File: config.mk
export PLATFORM = sky130hd
export DESIGN_NAME = branch_pc_unit_flat
export DESIGN_NICKNAME = d
export VERILOG_FILES = /design/src/rtl/branch_pc_unit_if.sv /design/src/rtl/branch_pc_unit.sv /design/src/flat_wrapper.sv
export SDC_FILE = /design/constraint.sdc
export NUM_CORES = 1
export LEC_CHECK = 0
export ABC_AREA = 1
export CORE_AREA = 2 2 165 167
export CTS_CLUSTER_DIAMETER = 120
export DETAILED_ROUTE_END_ITERATION = 6
export DIE_AREA = 0 0 167 169
export PLACE_DENSITY_LB_ADDON = 0.2
export REMOVE_ABC_BUFFERS = 1
export SLEW_MARGIN = 0
export SYNTH_ARGS = -nofsm -noshare
export SYNTH_HDL_FRONTEND = slang
export SYNTH_SLANG_ARGS = --single-unit
File: constraint.sdc
create_clock -name clk -period 2.3 [get_ports clk]
set_clock_uncertainty 0.1 [all_clocks]
set_input_delay 0.345 -clock clk [delete_from_list [all_inputs] [get_ports clk]]
set_output_delay 0.345 -clock clk [all_outputs]
set_load 0.05 [all_outputs]
File: src/rtl/branch_pc_unit_if.sv
// Decode/ALU-facing bundle of branch_pc_unit: control, operands, flags and PC-side results.
interface branch_pc_unit_if #(
  parameter int WORD = 64
);
  logic            stall;
  logic            halt;
  logic [2:0]      branch_type;
  logic [3:0]      cond;
  logic [WORD-1:0] branch_offset;
  logic [WORD-1:0] br_target;
  logic            set_flags;
  logic            alu_zero;
  logic            alu_negative;
  logic            alu_carry;
  logic            alu_overflow;
  logic [WORD-1:0] pc;
  logic [WORD-1:0] pc_plus4;
  logic            link_we;
  logic            branch_taken;
  logic [3:0]      nzcv;
  logic            halted;
  logic            fault;

  modport master (
    output stall, halt, branch_type, cond, branch_offset, br_target, set_flags,
           alu_zero, alu_negative, alu_carry, alu_overflow,
    input  pc, pc_plus4, link_we, branch_taken, nzcv, halted, fault
  );

  modport slave (
    input  stall, halt, branch_type, cond, branch_offset, br_target, set_flags,
           alu_zero, alu_negative, alu_carry, alu_overflow,
    output pc, pc_plus4, link_we, branch_taken, nzcv, halted, fault
  );
endinterface

File: src/rtl/branch_pc_unit.sv
// PC and NZCV register for the LEGv8 core: resolves branches and selects the next fetch address.
module branch_pc_unit #(
  parameter int              WORD     = 64,
  parameter logic [WORD-1:0] RESET_PC = '0
) (
  input logic             clk,
  input logic             reset,
  branch_pc_unit_if.slave bus
);
  typedef enum logic [1:0] {ST_RUN, ST_HALT, ST_FAULT} state_t;
  typedef enum logic [2:0] {
    BT_NONE, BT_B, BT_BL, BT_CBZ, BT_CBNZ, BT_BCOND, BT_BR
  } btype_t;

  state_t          state_q;
  logic [WORD-1:0] pc_q, pc_d;
  logic [3:0]      nzcv_q, nzcv_d;
  logic            run, retire, cond_true, taken, br_misaligned;
  logic [WORD-1:0] pc_plus4, rel_target;

  assign run           = (state_q == ST_RUN);
  assign retire        = run && !bus.stall;
  assign pc_plus4      = pc_q + WORD'(4);
  assign rel_target    = pc_q + (bus.branch_offset << 2);
  assign br_misaligned = (bus.branch_type == BT_BR) && (bus.br_target[1:0] != 2'b00);

  // Odd codes invert the even base condition, except 0xF which is also "always".
  always_comb begin
    cond_true = 1'b1;
    case (bus.cond[3:1])
      3'd0: cond_true = nzcv_q[2];
      3'd1: cond_true = nzcv_q[1];
      3'd2: cond_true = nzcv_q[3];
      3'd3: cond_true = nzcv_q[0];
      3'd4: cond_true = nzcv_q[1] & ~nzcv_q[2];
      3'd5: cond_true = (nzcv_q[3] == nzcv_q[0]);
      3'd6: cond_true = ~nzcv_q[2] & (nzcv_q[3] == nzcv_q[0]);
      default: cond_true = 1'b1;
    endcase
    if (bus.cond[0] && (bus.cond[3:1] != 3'd7)) cond_true = ~cond_true;
  end

  always_comb begin
    taken = 1'b0;
    case (bus.branch_type)
      BT_B, BT_BL, BT_BR: taken = 1'b1;
      BT_CBZ:             taken = bus.alu_zero;
      BT_CBNZ:            taken = ~bus.alu_zero;
      BT_BCOND:           taken = cond_true;
      default:            taken = 1'b0;
    endcase
  end

  always_comb begin
    pc_d   = pc_q;
    nzcv_d = nzcv_q;
    if (retire) begin
      if (bus.set_flags)
        nzcv_d = {bus.alu_negative, bus.alu_zero, bus.alu_carry, bus.alu_overflow};
      if (!bus.halt && !br_misaligned) begin
        if (!taken)                          pc_d = pc_plus4;
        else if (bus.branch_type == BT_BR)   pc_d = bus.br_target;
        else                                 pc_d = rel_target;
      end
    end
  end

  always_ff @(posedge clk) begin
    if (reset) begin
      state_q <= ST_RUN;
      pc_q    <= RESET_PC;
      nzcv_q  <= '0;
    end else begin
      pc_q   <= pc_d;
      nzcv_q <= nzcv_d;
      if (retire) begin
        if (bus.halt)           state_q <= ST_HALT;
        else if (br_misaligned) state_q <= ST_FAULT;
      end
    end
  end

  assign bus.pc           = pc_q;
  assign bus.pc_plus4     = pc_plus4;
  assign bus.nzcv         = nzcv_q;
  assign bus.branch_taken = run && taken;
  assign bus.link_we      = retire && (bus.branch_type == BT_BL);
  assign bus.halted       = (state_q == ST_HALT);
  assign bus.fault        = (state_q == ST_FAULT);
endmodule

File: src/flat_wrapper.sv
// flat-port wrapper written by rule: the top's interface ports become plain ports
module branch_pc_unit_flat 
#(
  parameter int              WORD     = 64,
  parameter logic [WORD-1:0] RESET_PC = '0
)
  (clk, reset, bus_stall, bus_halt, bus_branch_type, bus_cond, bus_branch_offset, bus_br_target, bus_set_flags, bus_alu_zero, bus_alu_negative, bus_alu_carry, bus_alu_overflow, bus_pc, bus_pc_plus4, bus_link_we, bus_branch_taken, bus_nzcv, bus_halted, bus_fault);
  branch_pc_unit_if #(.WORD(WORD)) bus_i ();
  input logic clk;
  input logic reset;
  input wire logic [$bits(bus_i.stall)-1:0] bus_stall;
  input wire logic [$bits(bus_i.halt)-1:0] bus_halt;
  input wire logic [$bits(bus_i.branch_type)-1:0] bus_branch_type;
  input wire logic [$bits(bus_i.cond)-1:0] bus_cond;
  input wire logic [$bits(bus_i.branch_offset)-1:0] bus_branch_offset;
  input wire logic [$bits(bus_i.br_target)-1:0] bus_br_target;
  input wire logic [$bits(bus_i.set_flags)-1:0] bus_set_flags;
  input wire logic [$bits(bus_i.alu_zero)-1:0] bus_alu_zero;
  input wire logic [$bits(bus_i.alu_negative)-1:0] bus_alu_negative;
  input wire logic [$bits(bus_i.alu_carry)-1:0] bus_alu_carry;
  input wire logic [$bits(bus_i.alu_overflow)-1:0] bus_alu_overflow;
  output wire logic [$bits(bus_i.pc)-1:0] bus_pc;
  output wire logic [$bits(bus_i.pc_plus4)-1:0] bus_pc_plus4;
  output wire logic [$bits(bus_i.link_we)-1:0] bus_link_we;
  output wire logic [$bits(bus_i.branch_taken)-1:0] bus_branch_taken;
  output wire logic [$bits(bus_i.nzcv)-1:0] bus_nzcv;
  output wire logic [$bits(bus_i.halted)-1:0] bus_halted;
  output wire logic [$bits(bus_i.fault)-1:0] bus_fault;
  assign bus_i.stall = bus_stall;
  assign bus_i.halt = bus_halt;
  assign bus_i.branch_type = bus_branch_type;
  assign bus_i.cond = bus_cond;
  assign bus_i.branch_offset = bus_branch_offset;
  assign bus_i.br_target = bus_br_target;
  assign bus_i.set_flags = bus_set_flags;
  assign bus_i.alu_zero = bus_alu_zero;
  assign bus_i.alu_negative = bus_alu_negative;
  assign bus_i.alu_carry = bus_alu_carry;
  assign bus_i.alu_overflow = bus_alu_overflow;
  assign bus_pc = bus_i.pc;
  assign bus_pc_plus4 = bus_i.pc_plus4;
  assign bus_link_we = bus_i.link_we;
  assign bus_branch_taken = bus_i.branch_taken;
  assign bus_nzcv = bus_i.nzcv;
  assign bus_halted = bus_i.halted;
  assign bus_fault = bus_i.fault;
  branch_pc_unit #(.WORD(WORD), .RESET_PC(RESET_PC)) u_core (.clk(clk), .reset(reset), .bus(bus_i));
endmodule
==> impl_metrics.toml, run 1 <==
[synth]
synth-seq-area-share = 0.119
synth_commonest_cells = "nand2_1 (886), inv_1 (403), nor2_1 (235), nand3_1 (197), a21oi_1 (135)"
mappedNetlistArea_mm2 = 0.0118
synth_enable_flop_cells = 0
synth.most_common_cell = "nand2_1"
yosys-top-cells-area = "nand2_1 (28%), inv_1 (13%), dfxtp_1 (12%)"
netlist.top_cell.by_area = "nand2_1"
synth_compound_area_frac = 0.0926
synth_cell_types = 45
synth-simple-area-share = 0.521
mux_share_of_post_synthesis_cell_area = 0
yosys_most_used_dff = "dfxtp_1"
xor_and_xnor_area_share_after_synthesis = 0.0427
synth-async-reset-ratio = 0
synthesis_warnings = 0
postSynthAreaPerCell_um2 = 5.08
largest_family_of_logic_cells_by_synthesized_area = "simple AND/OR/NAND/NOR gates"
ys_seq_elements = 70
synth-adder-area-share = 0.0674
synth_top_area_share = 0.282
postSynthCellCount = 2324

[cts]
cts-hold-fix-buffers = 0
cts_made_buffers = 9
tritoncts_num_sinks = 70
cts_max_path_buffers = 2
cts.root.buffer_cell = "clkbuf_16"
htreeDepth = 3

[floorplanning]
die_width_um = 167
io-pin-count = 280
fp.dieH_um = 169
placementRows = 60
start_util = 0.445

[place]
finalWeightedCongestion = 1.08
place.detailed.hpwl_um = 53600
portBuffers = 277

[sta]
endpoint_pin_with_the_least_setup_slack_after_global_route_repair = "bus_pc_plus4[59]"
worstEndpointType = "top-level output"

[outcome]
failed_stage = "5_1_grt"
firstError = "[ERROR DPL-0038] Utilization greater than 100%, impossible to legalize"
outcome = "stopped before the end"

[grt]
grt_start_max_net_pins = 45
-- repair_timing --
action,in CTS
cloned,0
setup endpoints to repair,119
pin swaps,145
gates resized for setup,667
setup buffers,87
-- through the flow --
stage	util	instances	setup slack, ns	instance area, µm²	TNS (ns)
floorplan	-	2270	-2.12	11500	-131.79
global placement	0.712	3341	-0.679	18900	-32.95
detailed placement	0.712	3341	-0.778	18900	-36.72
CTS	0.843	3436	-0.302	22400	-9.52
-- cell families after synthesis --
family	count (synthesis)
xor+xnor	55
simple gates	1456
buf+inv	475
fa+ha+maj	63
compound gates	205
flops	70
==> inputs of run 2 (changes only) <==
--- a/config.mk
+++ b/config.mk
@@ -6,11 +6,10 @@
 export NUM_CORES = 1
 export LEC_CHECK = 0
 export ABC_AREA = 1
-export CORE_AREA = 2 2 165 167
-export CTS_CLUSTER_DIAMETER = 120
+export CORE_AREA = 2 2 202 204
 export DETAILED_ROUTE_END_ITERATION = 6
-export DIE_AREA = 0 0 167 169
-export PLACE_DENSITY_LB_ADDON = 0.2
+export DIE_AREA = 0 0 204 206
+export PLACE_DENSITY_LB_ADDON = 0.15
 export REMOVE_ABC_BUFFERS = 1
 export SLEW_MARGIN = 0
 export SYNTH_ARGS = -nofsm -noshare
==> impl_metrics.toml, run 2 <==
[detailed_routing]
final_antenna_net_count = 0
top_layer_used = "met4"
drt_first_iter_violations = 1628
routed_wl_um = 79700
route.detailed.drc = 0
wl_per_cell_um = 21.2
vias = 19300
route.met2.wl_um = 36300
dr_wl_met3_um = 5920
detail_route.first_pass.iterations = 5
via_per_inst = 5.13
met1Wirelength_um = 32800

[synth]
yosys-top-cells-area = "nand2_1 (28%), inv_1 (13%), dfxtp_1 (12%)"
postSynthCellCount = 2324
synth_cell_types = 45
synth_top_area_share = 0.282
synth-seq-area-share = 0.119
synth_commonest_cells = "nand2_1 (886), inv_1 (403), nor2_1 (235), nand3_1 (197), a21oi_1 (135)"
yosys_most_used_dff = "dfxtp_1"
synth_enable_flop_cells = 0
ys_seq_elements = 70
synthesis_warnings = 0
postSynthAreaPerCell_um2 = 5.08
synth-async-reset-ratio = 0
mappedNetlistArea_mm2 = 0.0118
netlist.top_cell.by_area = "nand2_1"
synth.most_common_cell = "nand2_1"

[setup_path]
cp.arrival_ns = 2.35
worst-path-max-fanout = 3
timing.setup.critical_path_class = "flip-flop to output port"
crit-reg2reg-capture = "u_core.bus.pc[10]$_SDFFE_PP0P_"
worst_path_dominant_cell_family = "simple AND/OR/NAND/NOR gates"
r2r_start = "u_core.bus.pc[2]$_SDFFE_PP0P_"
timing.critical_path.to_type = "output port"
count_of_cells_along_the_worst_register_to_register_path = 16
crit_buf_inv = 4
setup.reg_to_reg.worst_slack_ns = -0.34
critPathRequiredTime_ns = 1.86
max_stage_delay_ns = 0.35
cp-start-kind = "flip-flop"
crit_path_cell_trace = "buf_6 > inv_4 > buf_6 > nor3_4 > nand2_2 > nor3_4 > nand3_2 > or2_1 > nand2_2 > buf_12"
cp_slowest_cell = "dfxtp_4"

[grt]
grt_start_max_net_pins = 45
grt_pass1_vias = 18400
antenna_found_initial = 0
wire_length_of_the_first_global_routing_pass_um = 108000
grt_overflow = 0
grt_util_all_layers = 0.345

[worst_hold_path]
min_delay_path_depth = 5
worst_hold_path.endpoint = "u_core.bus.pc[1]$_SDFFE_PP0P_"
hold_path_startpoint = "reset"
hp-class = "input port to flip-flop"

[outcome]
failed_checks = "setup timing"
outcome = "finished with violations"

[cts]
worst_skew_pair.late_latency_ns = 0.37
cts.root.buffer_cell = "clkbuf_16"
clk_pin_slew_ns = 0.07
tritoncts = "done"
cts_made_buffers = 9
tritoncts_num_sinks = 70
cts_max_path_buffers = 2
htreeDepth = 3

[power]
power_density_over_the_cells_mw_per_mm2 = 312
leakage_nw = 13.9
power.ir.vdd_worst_mv = 0.277
power_w = 0.00846

[floorplanning]
die_width_um = 204
placementRows = 74
design.die.area_mm2 = 0.0420
start_util = 0.294
io-pin-count = 280
fp.dieH_um = 206
core_area_mm2 = 0.0402

[sta]
report.final.slew_viol_count = 0
max_freq_mhz = 358
max_slew_margin = 0.506
worst-slew-pin-transition_ns = 0.741
fin_crit_ns = 2.79
hold_violations = 0
finalSetupViolations = 104
timing.final.crit_share = 1.21
rsz0062_at_grt = "yes"
worst_slack_ns = -0.494

[run]
maxCapViolations = 0

[final_layout]
fillers = 3352
layout-drive-gt1-share = 0.559
syn2layout_area_growth_pct = 130
number_of_antenna_cells_inserted = 0
flip_flop_count_of_the_largest_register_all_copies_and_words_added = 64
area_occupied_by_registers_mm2 = 0.00154
multi_input_comb_area_mm2 = 0.0138
most-common-layout-cells = "buf_4 (497), nand2_1 (493), inv_1 (315)"
mostFrequentLayoutCell = "buf_4"
stdcell_area_mm2 = 0.0271
design.final.nets = 3425

[place]
portBuffers = 277
place.detailed.hpwl_um = 58800
finalWeightedCongestion = 0.983
detailed_place.area_mm2 = 0.0194
-- run 2: per-stage QoR --
stage | setup WS (ns) | utilization | std cells | setup TNS (ns) | hold slack, ns
6_report | -0.494 | 0.676 | 3755 | -21.89 | 0.362
5_1_grt | -0.586 | 0.676 | 3755 | -29.39 | 0.378
4_1_cts | -0.410 | 0.586 | 3686 | -16.00 | 0.361
3_5_place_dp | -0.810 | 0.482 | 3573 | -43.34 | 0.357
3_3_place_gp | -0.803 | 0.482 | 3573 | -42.15 | 0.349
2_1_floorplan | -2.12 | - | 2270 | -131.79 | 0.307
-- run 2: per-layer routing --
layer	vias to the layer above	track usage
li1	8974	-
met1	9125	0.446
met2	898	0.570
met3	275	0.0590
met4	0	0.138
met5	-	0
-- run 2: worst max path at each step --
stage,from,to,depth (start not counted)
finish,u_core.bus.pc[21]$_SDFFE_PP0P_,bus_pc_plus4[57],10
global route,u_core.bus.pc[21]$_SDFFE_PP0P_,bus_pc_plus4[57],10
CTS,u_core.bus.pc[29]$_SDFFE_PP0P_,bus_pc_plus4[59],11
detailed placement,bus_branch_offset[0],u_core.bus.pc[48]$_SDFFE_PP0P_,17
global placement,bus_branch_offset[0],u_core.bus.pc[48]$_SDFFE_PP0P_,17
floorplan,bus_branch_type[0],u_core.bus.pc[16]$_SDFFE_PP0P_,9
-- run 2: area by class of cell --
cell class / instances / share of cell area
Clock buffer: 13 / 0.00959
Multi-Input combinational cell: 1779 / 0.510
Sequential cell: 70 / 0.0566
Clock inverter: 3 / 0.00157
Inverter: 421 / 0.0598
Timing Repair Buffer: 937 / 0.338
Tap cell: 532 / 0.0245
-- run 2: logic make-up after synthesis --
group,after synthesis,share of synthesized area
AO/OA/AOI/OAI,205,0.0926
buffers and inverters,475,0.158
adder cells (fa/ha/maj),63,0.0674
AND/OR/NAND/NOR,1456,0.521
flip-flops,70,0.119
XOR/XNOR,55,0.0427
-- run 2: what timing repair did --
action | 4_1_cts | 5_1_grt
pin swaps | 205 | 416
resized for setup | 810 | 798
buffers inserted | 107 | 87
setup endpoints to repair | 122 | 122
hold buffers | 0 | 0
-- run 2: power breakdown --
part	total (W)	internal, W	leakage [nW]	switching, W
logic	0.00553	0.00235	13.2	0.00317
registers	0.00138	0.00128	0.602	0.0000969
clock network	0.00156	0.000900	0.146	0.000660
-- run 2: worst register-to-register path, cell delays in order, from the launching register on --
cell     delay, ns
dfxtp_2       0.33
buf_6         0.11
ha_4          0.16
fa_2          0.40
buf_6         0.15
nand2_4       0.07
nand2_2       0.06
nand3_2       0.10
nand2_4       0.11
buf_4         0.16
buf_6         0.11
xnor2_2       0.12
nand2_1       0.07
o21ai_1       0.14
nand2_1       0.15
nand3_2       0.09
a21oi_1       0.06
Power figures use the tool's default switching activity.
==> inputs of run 3 (changes only) <==
==> constraint.sdc (replaced) <==
create_clock -name clk -period 3.3 [get_ports clk]
set_clock_uncertainty 0.1 [all_clocks]
set_input_delay 0.495 -clock clk [delete_from_list [all_inputs] [get_ports clk]]
set_output_delay 0.495 -clock clk [all_outputs]
set_load 0.01 [all_outputs]
==> impl_metrics.toml, run 3 (synthesized netlist as in run 2, its figures left out) <==
[cts]
cts.root.buffer_cell = "clkbuf_16"
tritoncts = "done"
cts_max_path_buffers = 2
cts-hold-fix-buffers = 0
clk_pin_slew_ns = 0.06
tritoncts_num_sinks = 70
cts_made_buffers = 9
htreeDepth = 3
worst_skew_pair.late_latency_ns = 0.36

[grt]
grt_util_all_layers = 0.285
wire_length_of_the_first_global_routing_pass_um = 89000
grt_pass1_vias = 14900
antenna_found_initial = 1
grt_overflow = 0
grt_start_max_net_pins = 84

[detailed_routing]
routed_wl_um = 60900
drt_first_iter_violations = 1102
final_antenna_net_count = 0
via_per_inst = 4.86
detail_route.first_pass.iterations = 5
route.detailed.drc = 0
vias = 15600
wl_per_cell_um = 19.0

[final_layout]
stdcell_area_mm2 = 0.0164
finalCoreUtilization = 0.408
design.final.nets = 2877
flip_flop_count_of_the_largest_register_all_copies_and_words_added = 64
fillers = 4565
most-common-layout-cells = "nand2_1 (885), inv_1 (403), clkdlybuf4s50_1 (275)"
mostFrequentLayoutCell = "nand2_1"
syn2layout_area_growth_pct = 38.8
layout-drive-gt1-share = 0.0867

[setup_path]
cp-start-kind = "flip-flop"
crit_buf_inv = 1
crit_path_cell_trace = "nand2_1 > nor3_4 > nand2_1 > nor2_2 > nand2_2 > xor2_1 > clkdlybuf4s50_1"
worst-path-max-fanout = 6
timing.critical_path.to_type = "output port"
cp.arrival_ns = 2.63
setup.reg_to_reg.worst_slack_ns = 0.41
max_stage_delay_ns = 0.62
cp_slowest_cell = "clkdlybuf4s50_1"
timing.setup.critical_path_class = "flip-flop to output port"
critical_path.most_common_cell = "nand2_1"
critPathRequiredTime_ns = 2.70
worst_path_dominant_cell_family = "simple AND/OR/NAND/NOR gates"

[power]
power_density_over_the_cells_mw_per_mm2 = 253
power.ir.vdd_worst_mv = 0.250
power_w = 0.00414
leakage_nw = 8.32

[sta]
hold_violations = 0
finalHoldWorstSlack_ns = 0.374
max_slew_margin = 0.387
fin_crit_ns = 3.23
worst-slew-pin-transition_ns = 0.919
report.final.slew_viol_count = 0
max_freq_mhz = 310
timing.final.crit_share = 0.977
rsz0062_at_grt = "yes"
finalSetupViolations = 0

[floorplanning]
placementRows = 74
start_util = 0.294
design.die.area_mm2 = 0.0420
die_width_um = 204
fp.dieH_um = 206
core_area_mm2 = 0.0402
io-pin-count = 280

[place]
portBuffers = 277
finalWeightedCongestion = 0.961
place.detailed.hpwl_um = 50900
detailed_place.area_mm2 = 0.0158

[outcome]
outcome = "finished, final reports clean"

[run]
maxCapViolations = 0

[worst_hold_path]
hp-class = "flip-flop to flip-flop"
## run 3: cell count changes in the layout (fill, tap and decap cells not counted), moves of 74 or more
cell / previous run / this run
nor2_4: 114 / 8
nand3_2: 83 / 5
buf_12: 80 / 4
a21oi_1: 59 / 135
buf_4: 497 / 108
clkdlybuf4s50_1: 169 / 275
buf_6: 160 / 0
nand3_1: 83 / 196
inv_2: 87 / 13
inv_1: 315 / 403
nand2_4: 144 / 1
nor2_1: 98 / 223
nand2_1: 493 / 885
nand2_2: 253 / 11
## run 3: path summary, 6_finish.rpt
| check | startpoint | end | cells past startpoint |
|---|---|---|---|
| max | u_core.bus.pc[23]$_SDFFE_PP0P_ | bus_pc_plus4[29] | 7 |
| min | u_core.bus.pc[0]$_SDFFE_PP0P_ | u_core.bus.pc[0]$_SDFFE_PP0P_ | 2 |
| max reg2reg | u_core.bus.pc[2]$_SDFFE_PP0P_ | u_core.bus.pc[62]$_SDFFE_PP0P_ | 16 |
| min reg2reg | u_core.bus.pc[0]$_SDFFE_PP0P_ | u_core.bus.pc[0]$_SDFFE_PP0P_ | 2 |
## run 3: worst reg2reg max path, delay by kind of cell (launching register included)
| kind | cells | cell delay, ns |
|---|---|---|
| AO/OA/AOI/OAI | 1 | 0.10 |
| adder cells (fa/ha/maj) | 2 | 0.68 |
| flip-flops | 1 | 0.36 |
| AND/OR/NAND/NOR | 13 | 1.53 |
## run 3: what timing repair did
action | 4_1_cts | 5_1_grt
gates cloned | 0 | 0
endpoints found under the setup margin | 27 | 25
setup buffers | 3 | 2
gates resized for setup | 18 | 28
pin swaps | 2 | 2
## run 3: layout make-up
| type | instances | area (µm²) | area share |
|---|---|---|---|
| Timing Repair Buffer | 389 | 3660 | 0.224 |
| Clock buffer | 13 | 270 | 0.0165 |
| Antenna cell | 1 | 2.50 | 0.000153 |
| Clock inverter | 3 | 65.1 | 0.00397 |
| Inverter | 421 | 1580 | 0.0967 |
| Tap cell | 532 | 666 | 0.0406 |
| Sequential cell | 70 | 1420 | 0.0866 |
| Multi-Input combinational cell | 1779 | 8710 | 0.532 |
## run 3: routing by layer
layer	wire length, µm	global-route usage	up-vias
met5	0	0	-
met2	27400	0.470	561
met4	1630	0.0836	0
met1	27800	0.387	7081
li1	-	-	7882
met3	4050	0.0364	69
## run 3: metrics by stage
step / TNS, ns / cells / setup WS [ns]
final: 0 / 3208 / 0.0747
after global routing: -0.0860 / 3207 / -0.0333
after CTS: 0 / 3205 / 0.00766
after detailed placement: -0.0228 / 3186 / -0.0152
after global placement: 0 / 3186 / 0.0226
after floorplan: -56.15 / 2270 / -1.27
## run 3: where the power goes
part           switching, W  internal [W]
registers         0.0000636      0.000898
clock network      0.000428      0.000724
logic               0.00122      0.000811
